==> config.mk <==
export PLATFORM = sky130hd
export DESIGN_NAME = multi_port_reg_file
export DESIGN_NICKNAME = d
export VERILOG_FILES = /design/src/rtl/multi_port_reg_file.sv
export SDC_FILE = /design/constraint.sdc
export NUM_CORES = 2
export LEC_CHECK = 0
export CORE_MARGIN = 1
export CORE_UTILIZATION = 50
export CTS_CLUSTER_SIZE = 40
export DETAILED_ROUTE_END_ITERATION = 10
export PLACE_DENSITY = 0.62
export RECOVER_POWER = 25
export SKIP_LAST_GASP = 1
export SLEW_MARGIN = 30
export SYNTH_ARGS = -nofsm -noshare
export SYNTH_HDL_FRONTEND = slang
export SYNTH_SLANG_ARGS = --single-unit
==> constraint.sdc <==
create_clock -name clock -period 2.7 [get_ports clock]
set_clock_uncertainty 0.05 [all_clocks]
set_input_delay 0.405 -clock clock [delete_from_list [all_inputs] [get_ports clock]]
set_output_delay 0.405 -clock clock [all_outputs]
set_load 0.02 [all_outputs]
==> src/rtl/multi_port_reg_file.sv <==
// Two-write, NUM_READ-read byte-strobed register file with a one-entry-per-cycle clear sweep.
// Reads are combinational or one cycle when READ_REG=1; there is no backpressure, and writes are dropped while a sweep runs.
module multi_port_reg_file #(
    parameter int ADDR_WIDTH = 5,
    parameter int DATA_WIDTH = 16,
    parameter int DEPTH      = 32,
    parameter int NUM_READ   = 2,
    parameter int BYPASS     = 1,
    parameter int ZERO_REG   = 0,
    parameter int READ_REG   = 0
) (
    input  logic                             clock,
    input  logic                             reset_n,
    input  logic                             w0_en,
    input  logic [ADDR_WIDTH-1:0]            w0_addr,
    input  logic [DATA_WIDTH-1:0]            w0_data,
    input  logic [DATA_WIDTH/8-1:0]          w0_strb,
    input  logic                             w1_en,
    input  logic [ADDR_WIDTH-1:0]            w1_addr,
    input  logic [DATA_WIDTH-1:0]            w1_data,
    input  logic [DATA_WIDTH/8-1:0]          w1_strb,
    input  logic [NUM_READ*ADDR_WIDTH-1:0]   r_addr,
    output logic [NUM_READ*DATA_WIDTH-1:0]   r_data,
    input  logic                             clear,
    output logic                             clear_busy
);
    localparam int NB = DATA_WIDTH / 8;
    localparam logic [ADDR_WIDTH:0]   DEPTH_L = (ADDR_WIDTH + 1)'(DEPTH);
    localparam logic [ADDR_WIDTH-1:0] LAST_IDX = ADDR_WIDTH'(DEPTH - 1);

    if (DATA_WIDTH % 8 != 0) begin : g_bad_dw
        $error("DATA_WIDTH must be a multiple of 8");
    end
    if (DEPTH < 1 || DEPTH > (1 << ADDR_WIDTH)) begin : g_bad_depth
        $error("DEPTH must lie in 1 .. 2**ADDR_WIDTH");
    end
    if (NUM_READ < 1) begin : g_bad_nr
        $error("NUM_READ must be at least 1");
    end

    typedef enum logic {IDLE, SWEEP} state_t;

    state_t                  state_q;
    logic [ADDR_WIDTH-1:0]   sweep_idx_q;
    logic                    clear_busy_q;
    logic [DATA_WIDTH-1:0]   mem_q [DEPTH];
    logic [DATA_WIDTH-1:0]   mem_d [DEPTH];
    logic [NUM_READ*DATA_WIDTH-1:0] rd_d;
    logic                    wr_ok;
    logic                    w0_act;
    logic                    w1_act;

    // Port 1 is applied last so it wins any lane both ports enable.
    function automatic logic [DATA_WIDTH-1:0] merge(
        input logic [DATA_WIDTH-1:0] base,
        input logic                  h0,
        input logic [DATA_WIDTH-1:0] d0,
        input logic [NB-1:0]         s0,
        input logic                  h1,
        input logic [DATA_WIDTH-1:0] d1,
        input logic [NB-1:0]         s1
    );
        logic [DATA_WIDTH-1:0] res;
        res = base;
        for (int b = 0; b < NB; b++) begin
            if (h0 && s0[b]) res[8*b +: 8] = d0[8*b +: 8];
            if (h1 && s1[b]) res[8*b +: 8] = d1[8*b +: 8];
        end
        return res;
    endfunction

    // Out-of-range and (optionally) entry-0 writes are squashed here, so neither storage nor bypass sees them.
    assign wr_ok  = !clear_busy_q && !clear;
    assign w0_act = w0_en && wr_ok && ({1'b0, w0_addr} < DEPTH_L)
                    && !((ZERO_REG != 0) && (w0_addr == '0));
    assign w1_act = w1_en && wr_ok && ({1'b0, w1_addr} < DEPTH_L)
                    && !((ZERO_REG != 0) && (w1_addr == '0));

    always_comb begin
        for (int i = 0; i < DEPTH; i++) begin
            mem_d[i] = merge(mem_q[i],
                             w0_act && (w0_addr == ADDR_WIDTH'(i)), w0_data, w0_strb,
                             w1_act && (w1_addr == ADDR_WIDTH'(i)), w1_data, w1_strb);
            if (clear_busy_q && (sweep_idx_q == ADDR_WIDTH'(i))) mem_d[i] = '0;
        end
    end

    always_comb begin
        logic [ADDR_WIDTH-1:0] ra;
        logic [DATA_WIDTH-1:0] base;
        rd_d = '0;
        ra   = '0;
        base = '0;
        for (int k = 0; k < NUM_READ; k++) begin
            ra   = r_addr[k*ADDR_WIDTH +: ADDR_WIDTH];
            base = '0;
            for (int j = 0; j < DEPTH; j++) begin
                if (ra == ADDR_WIDTH'(j)) base = mem_q[j];
            end
            if ((ZERO_REG != 0) && (ra == '0)) base = '0;
            if (BYPASS != 0) begin
                base = merge(base, w0_act && (w0_addr == ra), w0_data, w0_strb,
                                   w1_act && (w1_addr == ra), w1_data, w1_strb);
            end
            rd_d[k*DATA_WIDTH +: DATA_WIDTH] = base;
        end
    end

    always_ff @(posedge clock or negedge reset_n) begin
        if (!reset_n) begin
            for (int i = 0; i < DEPTH; i++) mem_q[i] <= '0;
        end else begin
            for (int i = 0; i < DEPTH; i++) mem_q[i] <= mem_d[i];
        end
    end

    always_ff @(posedge clock or negedge reset_n) begin
        if (!reset_n) begin
            state_q      <= IDLE;
            sweep_idx_q  <= '0;
            clear_busy_q <= 1'b0;
        end else begin
            case (state_q)
                IDLE: begin
                    if (clear) begin
                        state_q      <= SWEEP;
                        sweep_idx_q  <= '0;
                        clear_busy_q <= 1'b1;
                    end
                end
                SWEEP: begin
                    if (sweep_idx_q == LAST_IDX) begin
                        state_q      <= IDLE;
                        sweep_idx_q  <= '0;
                        clear_busy_q <= 1'b0;
                    end else begin
                        sweep_idx_q  <= sweep_idx_q + 1'b1;
                    end
                end
                default: begin
                    state_q      <= IDLE;
                    sweep_idx_q  <= '0;
                    clear_busy_q <= 1'b0;
                end
            endcase
        end
    end

    assign clear_busy = clear_busy_q;

    if (READ_REG != 0) begin : g_rd_reg
        logic [NUM_READ*DATA_WIDTH-1:0] r_data_q;
        always_ff @(posedge clock or negedge reset_n) begin
            if (!reset_n) r_data_q <= '0;
            else          r_data_q <= rd_d;
        end
        assign r_data = r_data_q;
    end else begin : g_rd_comb
        assign r_data = rd_d;
    end
endmodule
==> flow_metrics.tcl <==
set metrics [dict create \
    violations "capacitance limit, slew limit, setup timing" \
    synthArstFlopShare 1.00 \
    final-hold-violation-count 0 \
    cts_inserted_buffers 66 \
    cts_tree "done" \
    worstMarginPinSlew_ps 1560 \
    synth_edf_count 0 \
    dp_slack_ps -1640 \
    post-dp-hpwl_mm 191 \
    powerDensity_nw_per_um2 749 \
    grt_pass1_wl_mm 355 \
    cellLeakagePower_nw 26.4 \
    drt_wl_total_mm 256 \
    clock_latency_ps 640 \
    cts_max_path_buffers 3 \
    start_util 0.509 \
    setup_slack_ps -975 \
    synth_area_leaders "dfrtp_1, mux2i_1, o31ai_1" \
    grt.total_usage 0.599 \
    finish.utilization 0.704 \
    ctsHtreeMaxLevel 3 \
    cts.sinks 519 \
    slew_headroom -0.0417 \
    path_max_fanout 2 \
    synth.avg_cell_area_sq_um 8.60 \
    cp-end-kind "primary output" \
    wl_per_cell_microns 37.0 \
    antenna_found_initial 9 \
    ios 94 \
    period_share 1.36 \
    yosysWarnings 0 \
    drtPass1Iterations 10 \
    place_area_sq_um 52100 \
    min_period_ps 3670 \
    die_w_microns 289 \
    die-area_sq_um 83500 \
    syn_nets 4853 \
    synthTopCellsByCount "mux2i_1, nand2_1, dfrtp_1" \
    netlist_instances 4786 \
    remaining_drc_errors 0 \
    start_kind "register" \
    grt-ovfl-total 0 \
    fmax_mhz 272 \
    max_cap_violations 1 \
    drtAntennaViolNets 0 \
    portBuffers 93 \
    yosysMostFrequentCell "mux2i_1" \
    synthesis.area_sq_um 41200 \
    die_y_microns 289 \
    rows 104 \
    path_clk_slew_ps 60 \
    yosysTopAreaCell "dfrtp_1" \
    cp.required_ps 2250 \
    ys.flop_type "dfrtp_1" \
    grt_max_degree 94 \
    setup_violations 33 \
    grt_setup_unrepaired "yes" \
    status "complete, but fails checks" \
    nets 5885 \
    area_growth_syn_to_layout_pct 38.5 \
    crit_type "reg2out" \
    grt_pass1_vias 48200 \
    fin_area_sq_um 57000 \
    synth_seq_area_share 0.316 \
    drive_gt1_frac 0.344 \
    root_buffer "clkbuf_16" \
    finalMaxSlewViolations 42 \
    core_area_sq_um 80900 \
    yosysTopAreaCellShare 0.316 \
    ir_worst_vdd_mv 0.822 \
    holdCritPathClass "in2reg" \
    critPathArrivalTime_ps 3220 \
    synth.distinct_cells 105 \
    drt_iter0_drc 9023 \
    via_count 50900 \
    gp_congestion 1.13 \
    via_per_inst 7.34 \
    synth_seq_cells 519 \
]
worst max-delay path, cell delays in order, from the launching register on:
cell,delay (ps)
dfrtp_1,380
mux2_2,290
a221o_1,300
a222oi_1,400
buf_4,200
o41ai_2,110
a221oi_2,400
o21a_1,240
o31ai_4,100
buf_6,150
metrics by stage:
stage                     hold WS, ps  TNS [ps]  total power, W  std cells
after floorplan                  59.4         0          0.0209       4786
after global placement            311   -209740          0.0301       6738
after detailed placement          308   -202370          0.0305       6738
after CTS                         156    -19810          0.0412       6906
after global routing              181    -32190          0.0437       6928
final                             163    -21520          0.0427       6933
state kept, by name, summed over array words and instances, names as in the netlist:
signal,count
mem_q,512
state_q,1
sweep_idx_q,5
clear_busy,1
area by class of cell:
class	count	area [sq um]
antenna	6	15.0
clock buffer	92	1980
clock inverter	25	428
fill	6319	23900
inverter	29	114
multi-input combinational	3715	26900
sequential	519	13000
tap	1060	1330
timing repair buffer	1487	13200
cell families after synthesis:
group / share of synthesized area
flip-flops: 0.316
AO/OA/AOI/OAI: 0.255
XOR/XNOR: 0.00426
AND/OR/NAND/NOR: 0.170
buffers and inverters: 0.0685
multiplexers: 0.185
adder cells (fa/ha/maj): 0.00182
cells in the final DEF, fill, tap and decap left out, types with 21 or more instances in the layout:
cell                n
nor2_1            310
mux4_2             29
mux2i_1           624
nor2_4             31
dfrtp_1           519
nor2_2             32
o22ai_1            67
buf_2              23
nand2b_1           35
clkbuf_16          71
o21ai_2            21
nand2_1           573
o31ai_1           413
o211ai_1           31
buf_6             100
clkdlybuf4s50_1    25
a22oi_1            24
nand2_2            21
o221ai_1           25
o21ai_0           242
nor3_4             22
nand3_1           126
nor2b_1            39
nor3_1             52
a21oi_1           235
a31oi_1            29
a211oi_1           92
a21oi_2            22
buf_12            123
o21ai_1            30
mux2_2             58
inv_1              21
buf_4            1186
metal layers:
layer,global-route usage,vias to the layer above,part of all wire
li1,-,20000,-
met1,0.742,24300,0.35
met2,0.801,5161,0.38
met3,0.284,1506,0.17
met4,0.444,10,0.10
met5,0.00909,-,0.00065
what timing repair did:
item,CTS,global route
endpoints found under the hold margin,30,0
buffers inserted,54,26
gates cloned,3,0
hold buffers,1,0
pin swaps,110,72
endpoints found under the setup margin,90,128
gates resized for setup,538,97
final timing paths:
| kind | from | end | slack, ps | cells past startpoint |
|---|---|---|---|---|
| min in group asynchronous | reset_n | mem_q[385] | 630 | 2 |
| worst min-delay path | w0_data[2] | mem_q[50] | 160 | 3 |
| max in group asynchronous | reset_n | mem_q[93] | 30 | 4 |
| worst max-delay path | mem_q[474] | r_data[26] | -970 | 9 |
| worst max register to register | clear_busy | mem_q[416] | -10 | 11 |
| worst min register to register | mem_q[315] | mem_q[315] | 450 | 2 |
power by group:
group          switching, W  internal [W]  leakage, nW  total, W
combinational        0.0101       0.00813         18.4    0.0182
clock               0.00400       0.00617         1.17    0.0102
sequential          0.00337        0.0110         6.76    0.0143
Power figures use the tool's default switching activity.
